**config.mk**
```make
export PLATFORM = sky130hd
export DESIGN_NAME = data_island_packet_serializer
export DESIGN_NICKNAME = d
export VERILOG_FILES = /design/src/rtl/hdmi_packet_pkg.sv /design/src/rtl/bch_ecc_step.sv /design/src/rtl/data_island_packet_serializer.sv
export SDC_FILE = /design/constraint.sdc
export NUM_CORES = 1
export LEC_CHECK = 0
export ABC_AREA = 1
export BUFFER_PORTS_ARGS = -buffer_cell sky130_fd_sc_hd__buf_2
export CAP_MARGIN = 20
export CORE_MARGIN = 1.5
export CORE_UTILIZATION = 50
export CTS_CLUSTER_DIAMETER = 80
export DETAILED_ROUTE_END_ITERATION = 7
export PLACE_DENSITY = 0.72
export REMOVE_ABC_BUFFERS = 1
export SLEW_MARGIN = 30
export SYNTH_ARGS = -nofsm -noshare
export SYNTH_HDL_FRONTEND = slang
export SYNTH_SLANG_ARGS = --single-unit
```
**constraint.sdc**
```tcl
create_clock -name clk_pixel -period 1.83 [get_ports clk_pixel]
set_input_delay 0.2745 -clock clk_pixel [delete_from_list [all_inputs] [get_ports clk_pixel]]
set_output_delay 0.2745 -clock clk_pixel [all_outputs]
set_load 0.1 [all_outputs]
```
**src/rtl/hdmi_packet_pkg.sv**
```systemverilog
// Shared types and constants for the HDMI data-island packet serializer.
// A packet is a 24-bit header plus four 56-bit subpackets. The header is
// protected by BCH(32,24) and each subpacket by BCH(64,56). Both codes use
// the same 8-bit parity register and the same update rule.
package hdmi_packet_pkg;

    typedef logic [23:0] packet_header_t;
    typedef logic [55:0] subpacket_t;

    localparam logic [7:0] BCH_POLY          = 8'h83;
    localparam int         PACKET_BEATS      = 32;
    localparam int         HEADER_DATA_BEATS = 24;
    localparam int         SUB_DATA_BEATS    = 28;

    // Beat counter type and the beat numbers where the data phases end.
    localparam int BEAT_W = $clog2(PACKET_BEATS);
    typedef logic [BEAT_W-1:0] beat_t;

    localparam beat_t LAST_BEAT    = beat_t'(PACKET_BEATS - 1);
    localparam beat_t HDR_DATA_END = beat_t'(HEADER_DATA_BEATS);
    localparam beat_t SUB_DATA_END = beat_t'(SUB_DATA_BEATS);

    typedef enum logic {
        ST_IDLE = 1'b0,
        ST_SEND = 1'b1
    } ser_state_t;

endpackage

```
**src/rtl/bch_ecc_step.sv**
```systemverilog
// One bit of the BCH parity update shared by the header and subpacket codes.
// The data bit is folded into the LSB. The register shifts right and
// BCH_POLY is XORed back in when the feedback bit is 1.
module bch_ecc_step
    import hdmi_packet_pkg::*;
(
    input  logic [7:0] i_ecc,
    input  logic       i_bit,
    output logic [7:0] o_ecc
);

    logic w_feedback;

    assign w_feedback = i_ecc[0] ^ i_bit;
    assign o_ecc      = {1'b0, i_ecc[7:1]} ^ (w_feedback ? BCH_POLY : 8'h00);

endmodule

```
**src/rtl/data_island_packet_serializer.sv**
```systemverilog
// Data-island packet serializer.
// It accepts one packet through a single-entry holding register with a
// valid/ready handshake. When the island timing asks for a slot, it plays
// the packet out over 32 beats. Each beat carries one header bit and two
// bits of each subpacket. The BCH parity is computed on the fly and sent
// in the tail beats.
// Optional feature macro: HDMI_NULL_PACKET_FILL_EN. When it is defined, a
// slot launched with an empty holding register sends a valid all-zero null
// packet. Without it, such a slot sends its 32 beats with out_valid low.
module data_island_packet_serializer
    import hdmi_packet_pkg::*;
(
    input  logic             clk_pixel,
    input  logic             reset,
    input  logic             in_valid,
    output logic             in_ready,
    input  logic [23:0]      header,
    input  logic [3:0][55:0] sub,
    input  logic             island_active,
    output logic             out_valid,
    output logic [8:0]       out_data,
    output logic             out_first,
    output logic             out_last
);

    ser_state_t r_state;
    ser_state_t w_state_next;
    beat_t      r_beat;
    beat_t      w_beat_next;
    logic       w_slot_load;
    logic       w_capture;

    // Holding register (one packet waiting for its slot)
    logic                r_hold_valid;
    packet_header_t      r_hold_hdr;
    subpacket_t [3:0]    r_hold_sub;

    // Packet being sent: shift registers and running parity
    packet_header_t      r_hdr_shift;
    subpacket_t [3:0]    r_sub_shift;
    logic [7:0]          r_hdr_ecc;
    logic [3:0][7:0]     r_sub_ecc;
    logic [7:0]          w_hdr_ecc_next;
    logic [3:0][7:0]     w_sub_ecc_mid;
    logic [3:0][7:0]     w_sub_ecc_next;
    logic                r_slot_valid;
    logic                w_slot_valid_load;

    logic                w_hdr_data_phase;
    logic                w_sub_data_phase;
    logic [8:0]          w_beat_data;

    logic                r_out_valid;
    logic [8:0]          r_out_data;
    logic                r_out_first;
    logic                r_out_last;

    // A full holding register can still take a new packet in a load cycle,
    // because the old entry leaves for the slot at the same edge.
    assign in_ready  = !r_hold_valid || w_slot_load;
    assign w_capture = in_valid && in_ready;

`ifdef HDMI_NULL_PACKET_FILL_EN
    assign w_slot_valid_load = 1'b1;
`else
    assign w_slot_valid_load = r_hold_valid;
`endif

    // State register for the slot sequencer
    always_ff @(posedge clk_pixel) begin
        if (reset) begin
            r_state <= ST_IDLE;
            r_beat  <= '0;
        end else begin
            r_state <= w_state_next;
            r_beat  <= w_beat_next;
        end
    end

    // Next-state logic: start a slot when requested, and chain slots at beat 31
    always_comb begin
        w_state_next = r_state;
        w_beat_next  = r_beat;
        w_slot_load  = 1'b0;
        case (r_state)
            ST_IDLE: begin
                w_beat_next = '0;
                if (island_active) begin
                    w_slot_load  = 1'b1;
                    w_state_next = ST_SEND;
                end
            end
            ST_SEND: begin
                w_beat_next = r_beat + beat_t'(1);
                if (r_beat == LAST_BEAT) begin
                    w_beat_next = '0;
                    if (island_active) begin
                        w_slot_load = 1'b1;
                    end else begin
                        w_state_next = ST_IDLE;
                    end
                end
            end
        endcase
    end

    // Holding register: capture has priority, so a same-edge load plus
    // capture leaves the register full with the new packet
    always_ff @(posedge clk_pixel) begin
        if (reset) begin
            r_hold_valid <= 1'b0;
            r_hold_hdr   <= '0;
            r_hold_sub   <= '0;
        end else if (w_capture) begin
            r_hold_valid <= 1'b1;
            r_hold_hdr   <= header;
            r_hold_sub   <= sub;
        end else if (w_slot_load) begin
            r_hold_valid <= 1'b0;
        end
    end

    assign w_hdr_data_phase = (r_beat < HDR_DATA_END);
    assign w_sub_data_phase = (r_beat < SUB_DATA_END);

    bch_ecc_step u_hdr_ecc (
        .i_ecc (r_hdr_ecc),
        .i_bit (r_hdr_shift[0]),
        .o_ecc (w_hdr_ecc_next)
    );

    // Header channel: data bits first, then the frozen parity, LSB first.
    assign w_beat_data[0] = w_hdr_data_phase ? r_hdr_shift[0] : r_hdr_ecc[r_beat[2:0]];

    // Each subpacket takes two parity steps per beat: the even bit first,
    // then the odd bit.
    genvar gi;
    generate
        for (gi = 0; gi < 4; gi++) begin : g_sub
            bch_ecc_step u_even (
                .i_ecc (r_sub_ecc[gi]),
                .i_bit (r_sub_shift[gi][0]),
                .o_ecc (w_sub_ecc_mid[gi])
            );
            bch_ecc_step u_odd (
                .i_ecc (w_sub_ecc_mid[gi]),
                .i_bit (r_sub_shift[gi][1]),
                .o_ecc (w_sub_ecc_next[gi])
            );
            assign w_beat_data[1 + gi] = w_sub_data_phase ? r_sub_shift[gi][0]
                                                          : r_sub_ecc[gi][{r_beat[1:0], 1'b0}];
            assign w_beat_data[5 + gi] = w_sub_data_phase ? r_sub_shift[gi][1]
                                                          : r_sub_ecc[gi][{r_beat[1:0], 1'b1}];
        end
    endgenerate

    // Slot datapath: on a load, take the held packet (or zeros) and clear
    // the parity. Otherwise shift and accumulate while in the data phases.
    always_ff @(posedge clk_pixel) begin
        if (reset) begin
            r_hdr_shift  <= '0;
            r_sub_shift  <= '0;
            r_hdr_ecc    <= '0;
            r_sub_ecc    <= '0;
            r_slot_valid <= 1'b0;
        end else if (w_slot_load) begin
            r_hdr_shift  <= r_hold_valid ? r_hold_hdr : '0;
            r_sub_shift  <= r_hold_valid ? r_hold_sub : '0;
            r_hdr_ecc    <= '0;
            r_sub_ecc    <= '0;
            r_slot_valid <= w_slot_valid_load;
        end else if (r_state == ST_SEND) begin
            if (w_hdr_data_phase) begin
                r_hdr_shift <= r_hdr_shift >> 1;
                r_hdr_ecc   <= w_hdr_ecc_next;
            end
            if (w_sub_data_phase) begin
                for (int i = 0; i < 4; i++) begin
                    r_sub_shift[i] <= r_sub_shift[i] >> 2;
                end
                r_sub_ecc <= w_sub_ecc_next;
            end
        end
    end

    // Registered beat outputs. Framing pulses run even for empty slots.
    always_ff @(posedge clk_pixel) begin
        if (reset) begin
            r_out_valid <= 1'b0;
            r_out_data  <= '0;
            r_out_first <= 1'b0;
            r_out_last  <= 1'b0;
        end else if (r_state == ST_SEND) begin
            r_out_valid <= r_slot_valid;
            r_out_data  <= r_slot_valid ? w_beat_data : '0;
            r_out_first <= (r_beat == '0);
            r_out_last  <= (r_beat == LAST_BEAT);
        end else begin
            r_out_valid <= 1'b0;
            r_out_data  <= '0;
            r_out_first <= 1'b0;
            r_out_last  <= 1'b0;
        end
    end

    assign out_valid = r_out_valid;
    assign out_data  = r_out_data;
    assign out_first = r_out_first;
    assign out_last  = r_out_last;

endmodule

```
==> impl_metrics.ini, run 1 <==
[drt]
drcViolationCount = 0
ant_nets = 0
wl_met3_um = 4720
wl_met1_um = 29100
wl_per_cell_um = 17.9
dr_wl_met2_um = 34800
top_layer_used = met4
via_per_inst = 5.63
vias = 22541
dr.pass1.iters = 6
first_iter_violations = 2566
wl_um = 71600

[floorplanning]
die_x_um = 211
die_height_um = 211
initial_core_util_pct = 50.5
core_mm2 = 0.0429
rows = 76
io-pin-count = 265
die_area_mm2 = 0.0446

[critical_path]
crit_buf_inv = 3
path_class = reg -> out
timing.critical_path.mode_cell = nand2_8
crit_arrival_ns = 1.98
cp_slowest_cell = dfxtp_2
max_stage_delay_ns = 0.35
cp-start-kind = register
worstPathCellList = ha_4 -> nand2_2 -> nor2_2 -> ha_2 -> inv_2 -> nand2_4 -> nand2_8 -> nand2_8 -> buf_6 -> buf_12
required_ns = 1.56
critical_path.top_delay_family = flip-flops
path_max_fanout = 2
cp-end-kind = primary output

[cells_and_area]
finalNetCount = 3634
final_util_pct = 71.1
drive_above_1_share_pct = 18.6
syn_to_final_growth_pct = 40.6
antenna_cells = 0
fin_cells = 4003

[power_and_ir_drop]
ir_worst_vdd_mv = 0.745
power_density_mw_per_mm2 = 999
leakagePower_uw = 0.0123

[synthesis]
yosysSeqAreaShare_pct = 51.4
syn_inst = 2871
synth-compound-area-share_pct = 25.1
synth_ff_type = dfxtp_1
muxShareOfSynthArea_pct = 0
yosysTopAreaCellShare_pct = 51.4
syn_area_mm2 = 0.0217
synth_cell_types = 29
synth.avg_cell_area_um2 = 7.55
synthXorXnorAreaFrac_pct = 0.121
synth-simple-area-share_pct = 16.6
synth_top_family_by_area = compound AO/OA/AOI/OAI gates
synth_edf_count = 0
ys_async_sr_fraction_pct = 0
synth-adder-area-share_pct = 0.173
yosysTopAreaCell = dfxtp_1
yosysWarnings = 0
yosys_register_bits = 556
synth_most_common_cell = o21ai_0
synth_common_cells = 569 x o21ai_0, 556 x dfxtp_1, 513 x nor2_1
synthTopCellsByArea = dfxtp_1 51%, o21ai_0 13%, nor2_1 8.9%

[timing]
finalHoldViolations = 0
worst_slack_ns = -0.422
relSlewSlack_pct = 67.0
max_freq_mhz = 444
min_period_ns = 2.25
fin_skew_ns = 0.0288
fin_worst_hold_slack_ns = 0.0508
grt_setup_unrepaired = true
slew_violations = 0
finalCritPeriodShare_pct = 123
worst_pin_slew_ns = 0.494
setup_viol = 534

[clocking]
cts.htree.levels = 2
cts_tree = yes
clkSinkCount = 556
clock_path_buffers = 3
insertion_delay_ns = 0.62
cts_root_buffer = clkbuf_16
cts.clk_slew.worst_paths_ns = 0.06
numCtsBuffers = 55

[global_route]
antenna_found_initial = 0
grt_pass1_wl_um = 107000
grt_overflow = 0
grt_pass1_vias = 21245
grt_max_degree = 123
grt_use_total_pct = 29.4

[hold_path]
hold_class = in -> reg

[place]
dp_hpwl_um = 35200
io_buffers = 264
placedCellCount = 3582
place_congestion = 0.822
place_ws_ns = -0.238

[status]
violations = negative setup slack
status = finished, violations left

[flow_run]
max_cap_violations = 0
==> layout make-up <==
type / count / area, um2
Sequential cell: 556 / 11100
Tap cell: 585 / 732
Fill cell: 3110 / 12400
Inverter: 69 / 295
Timing Repair inverter: 3 / 38.8
Clock inverter: 22 / 277
Timing Repair Buffer: 677 / 6890
Multi-Input combinational cell: 2017 / 9570
Clock buffer: 74 / 1550
==> power by group <==
part | switching [uW] | internal [uW] | total (uW) | leakage (uW)
logic | 2760 | 2390 | 5150 | 0.00682
clock network | 4800 | 6750 | 11600 | 0.000902
registers | 603 | 13100 | 13700 | 0.00459
total | 8170 | 22300 | 30400 | 0.0123
==> worst min-delay path, stage by stage <==
cell	delay (ns)
buf_2	0.07
o21ai_0	0.15
nor2_1	0.11
==> cell families after synthesis <==
group | after synthesis
compound gates | 1080
xor+xnor | 3
fa+ha+maj | 3
buf+inv | 302
flops | 556
simple gates | 927
==> what timing repair did <==
| item | CTS | global route |
|---|---|---|
| cloned | 34 | 18 |
| gates resized for setup | 106 | 146 |
| endpoints found under the hold margin | 245 | 1 |
| setup buffers | 16 | 13 |
| endpoints found under the setup margin | 533 | 539 |
| hold buffers | 245 | 1 |
| pin swaps | 4 | 5 |
==> registers in the layout, indices dropped and copies added, names as in the netlist <==
name          cells
r_hold_sub      224
r_sub_shift     224
r_sub_ecc        32
r_hdr_shift      24
r_hold_hdr       24
out_data          9
r_hdr_ecc         8
r_beat            5
out_first         1
out_last          1
out_valid         1
r_hold_valid      1
r_slot_valid      1
r_state           1
==> layout by cell type (no fill, tap or decap), types with 58 or more instances in the layout <==
master         count
nor2_1           478
inv_1             63
buf_12            58
buf_2            263
a21oi_1          278
o21ai_0          493
dfxtp_1          554
dlygate4sd3_1    246
o21ai_1          239
nand2_1          380
clkbuf_16         67
==> path summary, 6_finish.rpt <==
path                                                   from                           end  slack, ns  depth (start not counted)
worst max-delay path                   r_beat[0]$_SDFF_PP0_                      in_ready      -0.42                         10
worst min-delay path                               sub[115]  r_hold_sub[115]$_SDFFE_PP0P_       0.05                          3
worst max register to register         r_beat[0]$_SDFF_PP0_   r_hold_sub[53]$_SDFFE_PP0P_      -0.41                         16
worst min register to register  r_hold_sub[53]$_SDFFE_PP0P_  r_sub_shift[53]$_SDFFE_PP0P_       0.46                          2
==> per-stage QoR <==
stage	total power, uW	instance area, um2	TNS [ns]
after global routing	31500	30500	-193.45
after global placement	17300	23900	-46.84
after floorplan	16100	20500	-2328.32
after detailed placement	17500	23900	-58.86
final	30400	30500	-142.47
after CTS	29800	29500	-104.28
==> per-layer routing <==
metal | vias up | track usage, %
li1 | 10629 | -
met2 | 1017 | 50.2
met3 | 220 | 3.75
met1 | 10675 | 37.6
met4 | 0 | 12.2
met5 | - | 0
No activity file was read; power rests on OpenSTA's default activity.
==> inputs of run 2 (changes only) <==
PLACE_DENSITY = 0.76   (was 0.72)
==> run 2 against run 1 <==
Effect of this change: critical path type is now reg -> reg; non-clock buffer count decreased by 22; critical path depth up 5; cell area shrank 1.1%; power is 2.7% lower; the run still ends with negative setup slack left; count of clock-buffer cells in the layout grew 12.
==> impl_metrics.ini, run 2 (synthesized netlist as in run 1, its figures left out) <==
[place]
io_buffers = 264
placed_area_mm2 = 0.0239
dp_hpwl_um = 35300
place_congestion = 0.835

[flow_run]
max_cap_violations = 0

[cells_and_area]
syn_to_final_growth_pct = 39.1
final_util_pct = 70.3
finalNetCount = 3609
drive_above_1_share_pct = 22.3
final_cell_mix = 554 x dfxtp_1, 527 x o21ai_0, 482 x nor2_1
design_area_mm2 = 0.0301
layout_commonest_cell = dfxtp_1
fill_cells = 3014
largestRegisters = r_hold_sub x224, r_sub_shift x224, r_sub_ecc x32

[clocking]
cts.htree.levels = 2
cts_root_buffer = clkbuf_16
insertion_delay_ns = 0.62
clkSinkCount = 556
cts.clk_slew.worst_paths_ns = 0.06
clock_path_buffers = 3
numCtsBuffers = 55
cts_tree = yes

[timing]
finalCritPeriodShare_pct = 122
finalHoldViolations = 0
slew_violations = 0
fin_skew_ns = 0.0190
worst_pin_slew_ns = 0.477
fin_setup_tns_ns = -138.18
relSlewSlack_pct = 68.1
worst_slack_ns = -0.401
setup_viol = 539
fin_worst_hold_slack_ns = 0.00555
max_freq_mhz = 448
grt_setup_unrepaired = true
min_period_ns = 2.23

[drt]
drcViolationCount = 0
wl_um = 70000
wl_per_cell_um = 17.6
vias = 22464
via_per_inst = 5.64
first_iter_violations = 2432
dr.pass1.iters = 7
ant_nets = 0

[power_and_ir_drop]
comb_power_share_pct = 16.5
p_seq_share_pct = 46.6
power.switching_uw = 8180
ir_worst_vdd_mv = 0.683
leakagePower_uw = 0.0124
intPower_uw = 21500
p_sw_share_pct = 27.6
pwr-share-clk_pct = 37.0
power_density_mw_per_mm2 = 983

[critical_path]
cp-start-kind = register
required_ns = 2.38
cp-end-kind = register
path_max_fanout = 9
crit_arrival_ns = 2.78
reg2regPathDepth = 15
path_class = reg -> reg

[global_route]
grt_pass1_wl_um = 105000
grt_overflow = 0
grt_use_total_pct = 28.7
antenna_found_initial = 1
grt_max_degree = 88
grt_pass1_vias = 21346

[floorplanning]
io-pin-count = 265
initial_core_util_pct = 50.5
die_x_um = 211
die_area_mm2 = 0.0446
core_mm2 = 0.0429
die_height_um = 211
rows = 76

[hold_path]
whs_path_depth = 3
hold_class = in -> reg

[status]
status = finished, violations left
violations = negative setup slack
[run 2: cell type report]
cell class / count / area [um2] / area share (%)
inverter: 69 / 285 / 0.946
timing repair inverter: 2 / 40.0 / 0.133
timing repair buffer: 655 / 6110 / 20.3
sequential: 556 / 11100 / 36.9
antenna: 1 / 2.50 / 0.00830
tap: 585 / 732 / 2.43
multi-input combinational: 2015 / 10100 / 33.5
clock inverter: 14 / 87.6 / 0.291
clock buffer: 86 / 1650 / 5.49
[run 2: through the flow]
step	power (uW)	std cells	setup WS [ns]
after detailed placement	17500	3596	-0.267
after floorplan	16100	2638	-6.17
after CTS	29000	3957	-0.432
final	29600	3983	-0.401
after global placement	17300	3596	-0.206
after global routing	30700	3983	-0.494
[run 2: final timing paths]
kind	slack, ns	start	to
min reg2reg	0.46	r_hold_sub[137]$_SDFFE_PP0P_	r_sub_shift[137]$_SDFFE_PP0P_
max	-0.40	r_beat[0]$_SDFF_PP0_	r_sub_shift[108]$_SDFFE_PP0P_
max reg2reg	-0.40	r_beat[0]$_SDFF_PP0_	r_sub_shift[108]$_SDFFE_PP0P_
min	0.006	sub[129]	r_hold_sub[129]$_SDFFE_PP0P_
[run 2: power groups by stage]
stage          Sequential, uW  Clock [uW]  Combinational [uW]
6_report                13800       11000                4880
5_1_grt                 13900       11500                5320
4_1_cts                 13700       11000                4350
3_5_place_dp            13900           0                3560
3_3_place_gp            13900           0                3440
2_1_floorplan           13800           0                2280
[run 2: what timing repair did]
action | CTS | global route
pin swaps | 4 | 52
setup endpoints to repair | 535 | 539
gates resized for setup | 82 | 291
cloned | 21 | 15
endpoints found under the hold margin | 232 | 0
setup buffers | 8 | 13
hold buffers | 232 | 0
[run 2: critical path: stages, from the launching register on]
cell and delay, ns:
dfxtp_2 0.35, ha_4 0.15, nand2_4 0.05, nor2_4 0.07, ha_2 0.17, inv_2 0.05
nand2_4 0.07, nand2_8 0.07, buf_6 0.13, buf_12 0.13, nor2_4 0.19, buf_12 0.21
buf_12 0.15, clkbuf_16 0.14, nand2_1 0.07, a21oi_1 0.14
[run 2: metal layers]
metal	vias up	GRT usage (%)	share of wire, %
met4	0	13.4	4.4
met5	-	0	0
li1	10562	-	-
met2	1049	48.5	49
met3	240	4.31	6.7
met1	10613	36.1	40
